--- src/rtl/pwm_bank_shadowed_if.sv ---
// Byte-wide register bus between the SPI slave front end and the PWM bank.
interface pwm_bank_shadowed_if;
    logic [5:0] reg_addr;
    logic [7:0] reg_wdata;
    logic       reg_wr;
    logic [7:0] reg_rdata;

    modport master (output reg_addr, output reg_wdata, output reg_wr, input reg_rdata);
    modport slave  (input reg_addr, input reg_wdata, input reg_wr, output reg_rdata);
endinterface

--- src/rtl/pwm_bank_shadowed.sv ---
// N-channel PWM bank with byte-wide register file and double-buffered period/duty.
// Staging registers are copied into per-channel active copies at start and at each period boundary.
module pwm_bank_shadowed #(
    parameter int unsigned NCH       = 4,
    parameter int unsigned CNT_BYTES = 2,
    parameter logic [7:0]  ID_VAL    = 8'hA5
) (
    input  logic                clk,
    input  logic                rst_n,
    pwm_bank_shadowed_if.slave  bus,
    input  logic [NCH-1:0]      ext_start,
    output logic [NCH-1:0]      pwm_out,
    output logic [NCH-1:0]      period_end
);
    localparam int unsigned CNT_W = 8 * CNT_BYTES;

    localparam logic [0:0] ST_IDLE = 1'b0;
    localparam logic [0:0] ST_RUN  = 1'b1;

    logic [NCH-1:0]   ctrl_q;
    logic [NCH-1:0]   pol_q;
    logic [NCH-1:0]   en_c;
    logic [NCH-1:0]   status_c;
    logic [NCH-1:0]   state_q;
    logic [NCH-1:0]   state_d;
    logic [NCH-1:0]   pwm_q;
    logic [NCH-1:0]   pe_q;
    logic [CNT_W-1:0] per_stg_q  [NCH];
    logic [CNT_W-1:0] duty_stg_q [NCH];
    logic [CNT_W-1:0] per_act_q  [NCH];
    logic [CNT_W-1:0] duty_act_q [NCH];
    logic [CNT_W-1:0] cnt_q      [NCH];

    assign en_c       = ctrl_q | ext_start;
    assign pwm_out    = pwm_q;
    assign period_end = pe_q;

    // Software-visible staging registers; always writable, even while running
    always_ff @(posedge clk or negedge rst_n) begin
        if (!rst_n) begin
            ctrl_q <= '0;
            pol_q  <= '0;
            for (int c = 0; c < NCH; c++) begin
                per_stg_q[c]  <= '0;
                duty_stg_q[c] <= '0;
            end
        end else if (bus.reg_wr) begin
            if (bus.reg_addr == 6'd1) ctrl_q <= bus.reg_wdata[NCH-1:0];
            if (bus.reg_addr == 6'd2) pol_q  <= bus.reg_wdata[NCH-1:0];
            for (int c = 0; c < NCH; c++) begin
                for (int k = 0; k < CNT_BYTES; k++) begin
                    if (bus.reg_addr == 6'(8 * (c + 1) + k))
                        per_stg_q[c][8*k +: 8] <= bus.reg_wdata;
                    if (bus.reg_addr == 6'(8 * (c + 1) + 4 + k))
                        duty_stg_q[c][8*k +: 8] <= bus.reg_wdata;
                end
            end
        end
    end

    // Per-channel run state
    always_ff @(posedge clk or negedge rst_n) begin
        if (!rst_n) state_q <= {NCH{ST_IDLE}};
        else        state_q <= state_d;
    end

    always_comb begin
        state_d  = state_q;
        status_c = '0;
        for (int c = 0; c < NCH; c++) begin
            status_c[c] = (state_q[c] == ST_RUN);
            if (en_c[c]) state_d[c] = ST_RUN;
            else         state_d[c] = ST_IDLE;
        end
    end

    // Counters, active copies and registered outputs; idle/start cycles drive the inactive level
    always_ff @(posedge clk or negedge rst_n) begin
        if (!rst_n) begin
            pwm_q <= '0;
            pe_q  <= '0;
            for (int c = 0; c < NCH; c++) begin
                cnt_q[c]      <= '0;
                per_act_q[c]  <= '0;
                duty_act_q[c] <= '0;
            end
        end else begin
            for (int c = 0; c < NCH; c++) begin
                pe_q[c]  <= 1'b0;
                pwm_q[c] <= pol_q[c];
                if (!en_c[c]) begin
                    cnt_q[c] <= '0;
                end else if (state_q[c] == ST_IDLE) begin
                    cnt_q[c]      <= '0;
                    per_act_q[c]  <= per_stg_q[c];
                    duty_act_q[c] <= duty_stg_q[c];
                end else if (per_act_q[c] != '0) begin
                    pwm_q[c] <= (cnt_q[c] < duty_act_q[c]) ^ pol_q[c];
                    if (cnt_q[c] == per_act_q[c] - CNT_W'(1)) begin
                        cnt_q[c]      <= '0;
                        pe_q[c]       <= 1'b1;
                        per_act_q[c]  <= per_stg_q[c];
                        duty_act_q[c] <= duty_stg_q[c];
                    end else begin
                        cnt_q[c] <= cnt_q[c] + CNT_W'(1);
                    end
                end
            end
        end
    end

    // Readback returns staging values, never the active copies
    always_comb begin
        bus.reg_rdata = '0;
        case (bus.reg_addr)
            6'd0: bus.reg_rdata = ID_VAL;
            6'd1: bus.reg_rdata = 8'(ctrl_q);
            6'd2: bus.reg_rdata = 8'(pol_q);
            6'd3: bus.reg_rdata = 8'(status_c);
            default: begin
                for (int c = 0; c < NCH; c++) begin
                    for (int k = 0; k < CNT_BYTES; k++) begin
                        if (bus.reg_addr == 6'(8 * (c + 1) + k))
                            bus.reg_rdata = per_stg_q[c][8*k +: 8];
                        if (bus.reg_addr == 6'(8 * (c + 1) + 4 + k))
                            bus.reg_rdata = duty_stg_q[c][8*k +: 8];
                    end
                end
            end
        endcase
    end
endmodule

--- src/flat_wrapper.sv ---
// flat-port wrapper written by rule: the top's interface ports become plain ports
module pwm_bank_shadowed_flat 
#(
    parameter int unsigned NCH       = 4,
    parameter int unsigned CNT_BYTES = 2,
    parameter logic [7:0]  ID_VAL    = 8'hA5
)
  (clk, rst_n, ext_start, pwm_out, period_end, bus_reg_addr, bus_reg_wdata, bus_reg_wr, bus_reg_rdata);
  pwm_bank_shadowed_if bus_i ();
  input  logic clk;
  input  logic rst_n;
  input  logic [NCH-1:0] ext_start;
  output logic [NCH-1:0] pwm_out;
  output logic [NCH-1:0] period_end;
  input wire logic [$bits(bus_i.reg_addr)-1:0] bus_reg_addr;
  input wire logic [$bits(bus_i.reg_wdata)-1:0] bus_reg_wdata;
  input wire logic [$bits(bus_i.reg_wr)-1:0] bus_reg_wr;
  output wire logic [$bits(bus_i.reg_rdata)-1:0] bus_reg_rdata;
  assign bus_i.reg_addr = bus_reg_addr;
  assign bus_i.reg_wdata = bus_reg_wdata;
  assign bus_i.reg_wr = bus_reg_wr;
  assign bus_reg_rdata = bus_i.reg_rdata;
  pwm_bank_shadowed #(.NCH(NCH), .CNT_BYTES(CNT_BYTES), .ID_VAL(ID_VAL)) u_core (.clk(clk), .rst_n(rst_n), .bus(bus_i), .ext_start(ext_start), .pwm_out(pwm_out), .period_end(period_end));
endmodule
--- config.mk ---
export PLATFORM = sky130hd
export DESIGN_NAME = pwm_bank_shadowed_flat
export DESIGN_NICKNAME = d
export VERILOG_FILES = /design/src/rtl/pwm_bank_shadowed_if.sv /design/src/rtl/pwm_bank_shadowed.sv /design/src/flat_wrapper.sv
export SDC_FILE = /design/constraint.sdc
export NUM_CORES = 1
export LEC_CHECK = 0
export ABC_CLOCK_PERIOD_IN_PS = 9500
export CAP_MARGIN = 20
export CORE_MARGIN = 5
export CORE_UTILIZATION = 55
export CTS_BUF_LIST = sky130_fd_sc_hd__clkbuf_8
export DETAILED_ROUTE_END_ITERATION = 16
export HOLD_SLACK_MARGIN = 0.05
export MAX_ROUTING_LAYER = met4
export PLACE_DENSITY = 0.72
export SLEW_MARGIN = 5
export SYNTH_ARGS = -nofsm -noshare
export SYNTH_HDL_FRONTEND = slang
export SYNTH_SLANG_ARGS = --single-unit
--- constraint.sdc ---
create_clock -name clk -period 9.5 [get_ports clk]
set_input_delay 1.9 -clock clk [delete_from_list [all_inputs] [get_ports clk]]
set_output_delay 1.9 -clock clk [all_outputs]
set_load 0.01 [all_outputs]
**After elaboration in Yosys (flattened, before gate mapping)**

Index checks and enable logic that the tools add are counted.

- Input port bits: 21
- Output and inout port bits: 16
- Register bits after elaboration: 340

- Order comparisons: 4
- Bitwise gates (word level): 5
- Equality and inequality tests: 35
- Add/sub/neg operators: 8
- Multiplexer cells: 89
- Reductions and logical operators: 27

Operators by type and width:

| cell | count |
|---|---|
| $mux W16 | 40 |
| $mux W8 | 16 |
| $add A16 B1 Y16 const B | 4 |
| $eq A16 B16 Y1 | 4 |
| $lt A16 B16 Y1 | 4 |
| $reduce_bool A16 Y1 | 4 |
| $sub A16 B1 Y16 const B | 4 |
| $eq A6 B5 Y1 const B | 8 |
| $reduce_and A2 Y1 | 18 |
| $mux W1 | 32 |
| $pmux W8 S4 | 1 |
| $eq A6 B4 Y1 const B | 4 |
| $eq A6 B6 Y1 const B | 4 |
| $ne A2 B2 Y1 const B | 8 |
| $eq A6 B2 Y1 const B | 2 |
| $ne A3 B3 Y1 const B | 4 |
| $reduce_and A3 Y1 | 4 |
| $eq A6 B1 Y1 const B | 1 |
| $logic_not A6 Y1 | 1 |
| $or A4 B4 Y4 | 1 |
| $xor A1 B1 Y1 | 4 |

**Longest topological paths before layout**

Gate-level depths: netlist (run 1).

- Word-level depth: 18
- Mapped depth: 12
- Depth with buffers taken out: 10

**Worst setup path after synthesis (run 1)**

No wires, ideal clock.

- Kind: input to output
- Start point: input bus_reg_addr[4]
- End point: output bus_reg_rdata[2]
- Arrival time: 4.484 ns
- Stages: 10
- Path slack: 3.116 ns
- Path buffers: 2
- Path through: clkbuf_1 or4b_2 clkbuf_1 nor2_1 a221oi_1 a31oi_1 a211oi_1 o221ai_1 or4b_2 nand2_1

- Longest elaborated chain between the ends: 18

RTL lines:

| element | line | text |
|---|---|---|
| start, declared | flat_wrapper.sv:15 | `input wire logic [$bits(bus_i.reg_addr)-1:0] bus_reg_addr;` |
| $eq A6 B4 Y1 | pwm_bank_shadowed.sv:123 | `if (bus.reg_addr == 6'(8 * (c + 1) + k))` |
| $mux W8 | pwm_bank_shadowed.sv:123 |  |
| $mux W8 | pwm_bank_shadowed.sv:125 | `if (bus.reg_addr == 6'(8 * (c + 1) + 4 + k))` |
| $mux W8 | pwm_bank_shadowed.sv:123 |  |
| $mux W8 | pwm_bank_shadowed.sv:125 |  |
| $mux W8 | pwm_bank_shadowed.sv:123 |  |
| $mux W8 | pwm_bank_shadowed.sv:125 |  |
| $mux W8 | pwm_bank_shadowed.sv:123 |  |
| (+2 left out) | - |  |
| $mux W8 | pwm_bank_shadowed.sv:125 |  |
| $mux W8 | pwm_bank_shadowed.sv:123 |  |
| $mux W8 | pwm_bank_shadowed.sv:125 |  |
| $mux W8 | pwm_bank_shadowed.sv:123 |  |
| $mux W8 | pwm_bank_shadowed.sv:125 |  |
| $mux W8 | pwm_bank_shadowed.sv:123 |  |
| $mux W8 | pwm_bank_shadowed.sv:125 |  |
| $pmux W8 S4 * | pwm_bank_shadowed.sv:115 | `case (bus.reg_addr)` |
| end, declared | flat_wrapper.sv:18 | `output wire logic [$bits(bus_i.reg_rdata)-1:0] bus_reg_rdata;` |

Mark *: on every way between the ends. The rest lies on a longest branch, timed or not.

**Worst setup path in the final report (run 1)**

- Start point: input bus_reg_addr[1]
- End point: output bus_reg_rdata[2]

Same word-level chain as after synthesis.

==> flow_summary.json, run 1 <==
{
  "rows": 68,
  "slew-limit-headroom": 0.2720,
  "clockBufferDepth": 3,
  "synthXorXnorAreaFrac": 0.03885,
  "slew_viol_final": 0,
  "dp_hpwl_um": 36120,
  "hold_class": "reg -> reg",
  "max_cap_violations": 0,
  "setup_violations": 0,
  "tightest_slew_ns": 1.089,
  "grt.overflow.total": 0,
  "place_congestion": 0.9336,
  "dpl.cell_count": 2253,
  "cts.clk_slew.worst_paths_ns": 0.06,
  "via_count": 14670,
  "die_area_um2": 38670,
  "tns_ns": 0,
  "routedWlPerCell_um": 21.25,
  "port-buffer-count": 36,
  "swShare": 0.3282,
  "critical_path_class": "in -> out",
  "startpoint": "bus_reg_addr[1]",
  "r2r_start": "u_core.per_act_q[34]",
  "fin_ws_ns": 1.798,
  "antenna_found_initial": 6,
  "rsz0062_at_grt": "no",
  "syn_avg_cell_area_um2": 10.46,
  "yosys_warnings": 0,
  "netlist_instances": 1832,
  "power.share.clock": 0.311,
  "cp_max_fo": 14,
  "clk_latency_ns": 0.59,
  "stdcell_count": 2357,
  "die_y_um": 196.7,
  "yosys.area_share.simple": 0.1566,
  "vdd_drop_max_uv": 175.2,
  "outcome": "complete, no violations",
  "vias_per_cell": 6.224,
  "fill_cells": 2866,
  "internal-power_mw": 3.091,
  "cts_buffers": 57,
  "cts_resized": 0,
  "grtUsageTotal": 0.2676,
  "core-area_um2": 34460,
  "synth.top_cells.by_area": "dfrtp_1 44%, mux2_2 13%, ha_1 4.7%",
  "cp.arrival_ns": 5.80,
  "synth_cell_type_count": 84,
  "start_kind": "input pin",
  "hold_buffers": 0,
  "syn_nets": 1925,
  "grt_pass1_wl_um": 80830,
  "drive_above_1_share": 0.2023,
  "io_pins": 37,
  "layout_common_cells": "340 x dfrtp_1, 219 x mux2_2, 132 x nand2_1",
  "postRouteAntennaNets": 0,
  "synthesis.area_um2": 19160,
  "layout.cells.most_common": "dfrtp_1",
  "rr_worst_depth": 8,
  "hold_violations": 0,
  "synthMuxAreaShare": 0.1538,
  "slowest_stage": "or4b_2",
  "clockRootBuffer": "clkbuf_8",
  "cellPowerDensity_nw_per_um2": 217.6,
  "synth_top_family_by_area": "simple AND/OR/NAND/NOR gates",
  "grt_pass1_vias": 14518,
  "synth_top_area_cell": "dfrtp_1",
  "synth-edff-count": 0,
  "period_share": 0.8108,
  "ys_seq_elements": 340,
  "cts_tree": "built",
  "wl_um": 50100,
  "required_ns": 7.60,
  "synthArstFlopShare": 1.000,
  "drc": 0,
  "cp_cell_sequence": "clkdlybuf4s50_1, or4b_2, nor2_1, buf_4, a221oi_1, a31oi_1, a211oi_1, o221ai_1, or4b_2, nand2_1, clkdlybuf4s50_1",
  "critPathCaptureType": "output port",
  "power_switching_mw": 1.510,
  "drt_iter0_drc": 1000,
  "power_leakage_nw": 9.929,
  "yosysTopAreaCellShare": 0.4440,
  "nNetsFinal": 1952,
  "r2r-end": "u_core.per_act_q[37]",
  "grt_max_degree": 117,
  "pwr-share-comb": 0.268,
  "synth_adder_area_share": 0.04701,
  "seq_area_frac_synth": 0.4440,
  "firstDrtPassIters": 5,
  "chipWidth_um": 196.7,
  "synth_compound_area_frac": 0.1205,
  "cts.sinks": 340,
  "area_delta_synth_final_pct": 10.37,
  "max_freq_mhz": 129.8,
  "fin_crit_ns": 7.702,
  "post-cts-setup-buffers": 0,
  "power_frac_seq": 0.421,
  "endpoint": "bus_reg_rdata[2]",
  "cts.htree.levels": 2,
  "r2r_slack_ns": 5.55,
  "critPathMaxStageDelay_ns": 0.88,
  "ys.flop_type": "dfrtp_1",
  "clock_skew_ns": 0.02276,
  "initial_core_util": 0.5561,
  "place_ws_ns": 1.881
}
[power by group through the flow]
stage	Clock [mW]	Sequential, mW	Combinational, mW
floorplan	0	1.82	0.995
global placement	0	1.95	1.18
detailed placement	0	1.96	1.22
CTS	1.46	1.93	1.23
global route	1.53	1.97	1.37
finish	1.43	1.94	1.23
[how the worst min path moves through the flow]
stage	startpoint	to	slack, ns	depth (start not counted)
floorplan	u_core.pol_q[2]	u_core.pwm_out[2]	0.46	1
global route	u_core.duty_act_q[43]	u_core.duty_act_q[43]	0.52	1
detailed placement	u_core.duty_act_q[37]	u_core.duty_act_q[37]	0.49	1
global placement	u_core.duty_stg_q[45]	u_core.duty_stg_q[45]	0.49	1
CTS	u_core.duty_act_q[37]	u_core.duty_act_q[37]	0.51	1
finish	u_core.duty_act_q[35]	u_core.duty_act_q[35]	0.51	1
[flip-flops by register name (all words and copies together), names as in the netlist]
| register | count |
|---|---|
| u_core.period_end | 4 |
| u_core.ctrl_q | 4 |
| u_core.duty_act_q | 64 |
| u_core.state_q | 4 |
| u_core.per_stg_q | 64 |
| u_core.duty_stg_q | 64 |
| u_core.pwm_out | 4 |
| u_core.per_act_q | 64 |
| u_core.cnt_q | 64 |
| u_core.pol_q | 4 |
[logic make-up after synthesis]
group           after synthesis
fa+ha+maj                    72
simple gates                562
flops                       340
buf+inv                     180
mux                         255
compound gates              338
xor+xnor                     85
[worst max-delay path, delay by kind of cell]
family	cells	cell delay, ns
and+or+nand+nor	4	1.81
buffers and inverters	3	1.47
AOI/OAI and AO/OA	4	0.63
[stage by stage]
step	total power [mW]	hold WS, ns	cell area [µm²]	util
3_5_place_dp	3.175	0.4934	19830	0.5755
5_1_grt	4.868	0.5190	21150	0.6138
2_1_floorplan	2.816	0.4564	19160	-
6_report	4.601	0.5056	21150	0.6138
4_1_cts	4.618	0.5064	21100	0.6123
3_3_place_gp	3.127	0.4893	19830	0.5755
[layout make-up]
type / instances / area (µm²) / area share
well taps: 455 / 569.3 / 0.02692
inverters: 94 / 352.8 / 0.01668
multi-input cells: 1312 / 9916 / 0.4689
clock inverters: 26 / 277.8 / 0.01313
diodes: 4 / 10.01 / 0.0004733
flip-flops and latches: 340 / 8508 / 0.4023
repair buffers: 54 / 524.3 / 0.02479
clock buffers: 72 / 991.0 / 0.04686
[metal layers]
layer  GRT usage  routed length, µm
met5           -                  0
met4     0.05958                845
met3     0.04889               2872
met2      0.4157              23590
met1      0.3718              22790
[cells in the mapped netlist, types with 10 or more instances]
| cell | n |
|---|---|
| buf_2 | 11 |
| and3_1 | 36 |
| or3_1 | 17 |
| nand4_1 | 27 |
| a31oi_1 | 11 |
| o31ai_1 | 11 |
| ha_1 | 72 |
| dfrtp_1 | 340 |
| or4_1 | 10 |
| nor3_1 | 53 |
| nor2_1 | 84 |
| mux2i_1 | 12 |
| or2_2 | 12 |
| nand2b_1 | 22 |
| nand2_1 | 132 |
| xor2_1 | 39 |
| inv_1 | 94 |
| clkbuf_1 | 61 |
| a22oi_1 | 31 |
| mux2_4 | 24 |
| o211ai_1 | 16 |
| nand3_1 | 59 |
| mux2_2 | 219 |
| nor4_1 | 29 |
| xnor2_1 | 46 |
| nor2b_1 | 12 |
| a21oi_1 | 46 |
| o21ai_0 | 86 |
| a21o_1 | 45 |
| nor3b_1 | 24 |
(Power assumes the default switching activity.)
==> run 2: changes to the inputs <==
--- a/config.mk
+++ b/config.mk
@@ -5,7 +5,7 @@
 export SDC_FILE = /design/constraint.sdc
 export NUM_CORES = 1
 export LEC_CHECK = 0
-export ABC_CLOCK_PERIOD_IN_PS = 9500
+export ABC_CLOCK_PERIOD_IN_PS = 6200
 export CAP_MARGIN = 20
 export CORE_MARGIN = 5
 export CORE_UTILIZATION = 55
@@ -13,7 +13,7 @@
 export DETAILED_ROUTE_END_ITERATION = 16
 export HOLD_SLACK_MARGIN = 0.05
 export MAX_ROUTING_LAYER = met4
-export PLACE_DENSITY = 0.72
+export PLACE_DENSITY = 0.75
 export SLEW_MARGIN = 5
 export SYNTH_ARGS = -nofsm -noshare
 export SYNTH_HDL_FRONTEND = slang
==> constraint.sdc (replaced) <==
create_clock -name clk -period 6.2 [get_ports clk]
set_input_delay 1.24 -clock clk [delete_from_list [all_inputs] [get_ports clk]]
set_output_delay 1.24 -clock clk [all_outputs]
set_load 0.01 [all_outputs]
==> run 2 against run 1 <==
Wire length decreased by 1.7%. Sequential cell count stayed put. Worst setup slack got worse by 1.6 ns. Register-to-register slack worse by 3.3 ns. Sequential share of layout area grew 0.16 points. Utilization is 0.24 points lower. Sequential power rose by 53%. Final cell count increased by 0.21%. Total power is 49% higher. Critical endpoint unchanged.
==> flow_summary.json, run 2 (synthesis results as in run 1) <==
{
  "max_freq_mhz": 167.6,
  "nNetsFinal": 1958,
  "cellPowerDensity_nw_per_um2": 325.0,
  "grt_max_degree": 113,
  "setup_violations": 0,
  "initial_core_util": 0.5561,
  "max_cap_violations": 0,
  "clock_skew_ns": 0.01665,
  "grt.overflow.total": 0,
  "clockRootBuffer": "clkbuf_8",
  "slew_viol_final": 0,
  "critPathCaptureType": "output port",
  "io_pins": 37,
  "cp_max_fo": 7,
  "hold_buffers": 0,
  "fin_util": 0.6113,
  "wl_um": 49230,
  "grtUsageTotal": 0.2631,
  "power_leakage_nw": 9.942,
  "cp_cell_sequence": "clkdlybuf4s50_1, or4b_2, nor2_1, a221oi_1, a31oi_1, a211oi_1, o221ai_1, or4b_2, nand2_1, clkdlybuf4s50_1",
  "cts.clk_slew.worst_paths_ns": 0.06,
  "antenna_found_initial": 1,
  "dp_hpwl_um": 35790,
  "cts_tree": "built",
  "cts.sinks": 340,
  "port-buffer-count": 36,
  "grt_use_met2": 0.4091,
  "area_delta_synth_final_pct": 9.931,
  "slowest_stage": "or4b_2",
  "cp.arrival_ns": 4.73,
  "layout.cells.most_common": "dfrtp_1",
  "tns_ns": 0,
  "use_met3": 0.04581,
  "outcome": "complete, no violations",
  "die_area_um2": 38670,
  "core-area_um2": 34460,
  "critical_path_class": "in -> out",
  "top_usage_layer": "met2",
  "slew-limit-headroom": 0.2482,
  "drive_above_1_share": 0.2004,
  "place_congestion": 0.9399,
  "required_ns": 4.96,
  "hold_class": "reg -> reg",
  "grt_pass1_wl_um": 79440,
  "hold_start": "u_core.duty_act_q[35]",
  "start_kind": "input pin",
  "cts_resized": 0,
  "grt_pass1_vias": 14472,
  "drc": 0,
  "rows": 68,
  "cts.htree.levels": 2,
  "rsz0062_at_grt": "no",
  "drt_iter0_drc": 1137,
  "stdcell_count": 2362,
  "routedWlPerCell_um": 20.84,
  "use_met1": 0.3588,
  "fill_cells": 2921,
  "clockBufferDepth": 3,
  "firstDrtPassIters": 6,
  "fin_crit_ns": 5.966,
  "layout_common_cells": "340 x dfrtp_1, 219 x mux2_2, 132 x nand2_1",
  "period_share": 0.9623,
  "post-cts-setup-buffers": 0,
  "postRouteAntennaNets": 0,
  "vias_per_cell": 6.132,
  "cts_buffers": 56,
  "chipWidth_um": 196.7,
  "dpl.cell_count": 2261,
  "tightest_slew_ns": 1.124,
  "startpoint": "bus_reg_addr[0]",
  "clk_latency_ns": 0.62,
  "die_y_um": 196.7,
  "hold_violations": 0,
  "r2r_start": "u_core.per_act_q[34]",
  "critPathMaxStageDelay_ns": 0.82,
  "via_count": 14483,
  "vdd_drop_max_uv": 278.2
}
==> run 2: cell count changes in the layout (fill, tap and decap cells not counted) <==
cell | previous run | this run
buf_4 | 16 | 23
buf_12 | 0 | 1
clkinvlp_4 | 4 | 2
bufinv_16 | 6 | 2
clkinv_2 | 6 | 4
inv_1 | 104 | 114
clkbuf_8 | 72 | 71
buf_16 | 1 | 0
diode_2 | 4 | 1
==> run 2: routing by layer <==
metal  vias up  wire length [µm]
met4         0              1352
met3        97              2983
met1      7187             21850
met5         -                 0
li1       6771                 -
met2       428             23040
==> run 2: worst max-delay path: cells and delay by family <==
| family | cells | cell delay [ns] |
|---|---|---|
| simple gates | 4 | 1.83 |
| compound gates | 4 | 0.60 |
| buf+inv | 2 | 1.04 |
==> run 2: where the power goes <==
group          internal (mW)  switching, mW
Combinational          0.892          0.989
Clock                   1.10          0.890
Sequential              2.55          0.416
Total                   4.55           2.30
==> run 2: layout make-up <==
cell class | count | area, µm² | area share
Timing Repair Buffer | 61 | 569.3 | 0.02703
Multi-Input combinational cell | 1312 | 9916 | 0.4707
Antenna cell | 1 | 2.502 | 0.0001188
Clock buffer | 71 | 977.2 | 0.04639
Sequential cell | 340 | 8508 | 0.4039
Clock inverter | 28 | 170.2 | 0.008078
Inverter | 94 | 352.8 | 0.01675
Tap cell | 455 | 569.3 | 0.02703
==> run 2: stage by stage <==
step                      area, µm²  hold WS [ns]  worst slack, ns  power, mW
after floorplan               19160        0.4564            1.136      4.314
after global placement        19900        0.4883           0.3297      4.795
after detailed placement      19900        0.4936           0.2750      4.866
after CTS                     21050        0.5072           0.2783      6.881
after global routing          21070        0.5158          0.07108      7.249
final                         21070        0.5041           0.2338      6.846
==> run 2: worst paths after layout <==
kind | endpoint | slack [ns] | cells past startpoint
max | bus_reg_rdata[2] | 0.23 | 10
min | u_core.duty_act_q[35] | 0.50 | 1
max reg2reg | u_core.per_act_q[39] | 2.28 | 8
min reg2reg | u_core.duty_act_q[35] | 0.50 | 1
max in group asynchronous | u_core.cnt_q[10] | 4.22 | 2
min in group asynchronous | u_core.cnt_q[20] | 0.64 | 1
==> run 3: changes to the inputs <==
--- a/config.mk
+++ b/config.mk
@@ -5,8 +5,8 @@
 export SDC_FILE = /design/constraint.sdc
 export NUM_CORES = 1
 export LEC_CHECK = 0
+export ABC_AREA = 0
 export ABC_CLOCK_PERIOD_IN_PS = 6200
-export CAP_MARGIN = 20
 export CORE_MARGIN = 5
 export CORE_UTILIZATION = 55
 export CTS_BUF_LIST = sky130_fd_sc_hd__clkbuf_8
==> run 3 against run 2 <==
Clock skew rose by 0.0026 ns. Register-to-register slack hardly changed. Combinational power barely moved. Sequential share of layout area is essentially flat. Die area stayed put. Total power barely moved. Utilization hardly changed. Critical path depth unchanged. Via count is essentially flat. Hold slack barely moved. Final area is essentially flat.
==> flow_summary.json, run 3 (synthesis results as in run 1) <==
{
  "setup_violations": 0,
  "total_power_mw": 6.845,
  "chipWidth_um": 196.7,
  "dp_hpwl_um": 35790,
  "ff_latch_area_um2": 8508,
  "clock_skew_ns": 0.01925,
  "antenna_found_initial": 1,
  "layout.cells.most_common": "dfrtp_1",
  "drc": 0,
  "vias_per_cell": 6.135,
  "core-area_um2": 34460,
  "outcome": "complete, no violations",
  "critPathCaptureType": "output port",
  "pwr-share-comb": 0.274,
  "max_freq_mhz": 168.1,
  "cts_tree": "built",
  "fill_cells": 2922,
  "initial_core_util": 0.5561,
  "grtUsageTotal": 0.2631,
  "swShare": 0.3354,
  "period_share": 0.9595,
  "slew-limit-headroom": 0.2483,
  "r2r_start": "u_core.per_act_q[34]",
  "power.share.clock": 0.292,
  "hold_start": "u_core.duty_act_q[35]",
  "cellPowerDensity_nw_per_um2": 325.1,
  "die_area_um2": 38670,
  "port-buffer-count": 36,
  "cts.clk_slew.worst_paths_ns": 0.06,
  "wl_um": 49160,
  "vdd_drop_max_uv": 278.1,
  "slew_viol_final": 0,
  "grt.overflow.total": 0,
  "nNetsFinal": 1957,
  "power_leakage_nw": 9.936,
  "power_switching_mw": 2.296,
  "cp_max_fo": 7,
  "internal-power_mw": 4.549,
  "required_ns": 4.96,
  "multi_input_area_um2": 9916,
  "firstDrtPassIters": 9,
  "fin_crit_ns": 5.949,
  "start_kind": "input pin",
  "rr_worst_depth": 8,
  "clk_latency_ns": 0.62,
  "clockRootBuffer": "clkbuf_8",
  "max_cap_violations": 0,
  "cts_buffers": 56,
  "rsz0062_at_grt": "no",
  "area_delta_synth_final_pct": 9.872,
  "hold_depth": 1,
  "grt_pass1_vias": 14472,
  "hold_class": "reg -> reg",
  "drt_iter0_drc": 1114,
  "place_congestion": 0.9399,
  "cts_resized": 0,
  "io_pins": 37,
  "critical_path_class": "in -> out",
  "via_count": 14485,
  "grt_pass1_wl_um": 79440,
  "tns_ns": 0,
  "tightest_slew_ns": 1.127,
  "clockBufferDepth": 3,
  "grt_max_degree": 113,
  "r2r_slack_ns": 2.28,
  "holdPathEnd": "u_core.duty_act_q[35]",
  "cts.sinks": 340,
  "rows": 68,
  "power_frac_seq": 0.434,
  "cp.arrival_ns": 4.71,
  "r2r-end": "u_core.per_act_q[39]",
  "layout_common_cells": "340 x dfrtp_1, 219 x mux2_2, 132 x nand2_1",
  "cts.htree.levels": 2,
  "die_y_um": 196.7,
  "post-cts-setup-buffers": 0,
  "drive_above_1_share": 0.2000,
  "postRouteAntennaNets": 0,
  "hold_buffers": 0,
  "routedWlPerCell_um": 20.82,
  "hold_violations": 0
}
run 3: cell count changes in the layout (fill, tap and decap cells not counted):
cell	before	now
buf_6	1	0
run 3: worst max-delay path by stage:
stage,depth (start not counted),startpoint,slack [ns],to
2_1_floorplan,10,bus_reg_addr[4],1.14,bus_reg_rdata[2]
3_3_place_gp,10,bus_reg_addr[0],0.33,bus_reg_rdata[2]
3_5_place_dp,10,bus_reg_addr[0],0.28,bus_reg_rdata[2]
4_1_cts,10,bus_reg_addr[0],0.28,bus_reg_rdata[2]
5_1_grt,9,bus_reg_addr[0],0.07,bus_reg_rdata[2]
6_report,10,bus_reg_addr[0],0.25,bus_reg_rdata[2]
run 3: final cells by class:
class / instances / share of cell area
sequential: 340 / 0.4041
multi-input combinational: 1312 / 0.4710
inverter: 94 / 0.01676
tap: 455 / 0.02704
clock buffer: 71 / 0.04641
clock inverter: 28 / 0.008082
timing repair buffer: 60 / 0.02651
antenna: 1 / 0.0001189
run 3: power by group through the flow:
stage	clock network [mW]	logic [mW]	registers, mW
6_report	2.00	1.88	2.97
5_1_grt	2.13	2.10	3.01
4_1_cts	2.04	1.88	2.96
3_5_place_dp	0	1.87	3.00
3_3_place_gp	0	1.81	2.99
2_1_floorplan	0	1.52	2.79
run 3: stage by stage:
stage | utilization | std cells | worst slack, ns | area, µm² | hold slack [ns]
floorplan | - | 1832 | 1.136 | 19160 | 0.4564
global placement | 0.5776 | 2261 | 0.3297 | 19900 | 0.4883
detailed placement | 0.5776 | 2261 | 0.2750 | 19900 | 0.4936
CTS | 0.6109 | 2360 | 0.2783 | 21050 | 0.5072
global route | 0.6110 | 2361 | 0.07108 | 21050 | 0.5158
finish | 0.6110 | 2361 | 0.2512 | 21050 | 0.5041
run 3: routing by layer:
metal	vias to the layer above	GRT usage	part of all wire
li1	6766	-	-
met1	7174	0.3588	0.45
met2	455	0.4091	0.47
met3	90	0.04581	0.060
met4	0	0.07730	0.026
met5	-	-	0
run 3: critical path: stages:
cell and delay [ns]:
clkdlybuf4s50_1 0.49, or4b_2 0.82, nor2_1 0.21, a221oi_1 0.11
a31oi_1 0.23, a211oi_1 0.07, o221ai_1 0.19, or4b_2 0.62
nand2_1 0.17, clkdlybuf4s50_1 0.56
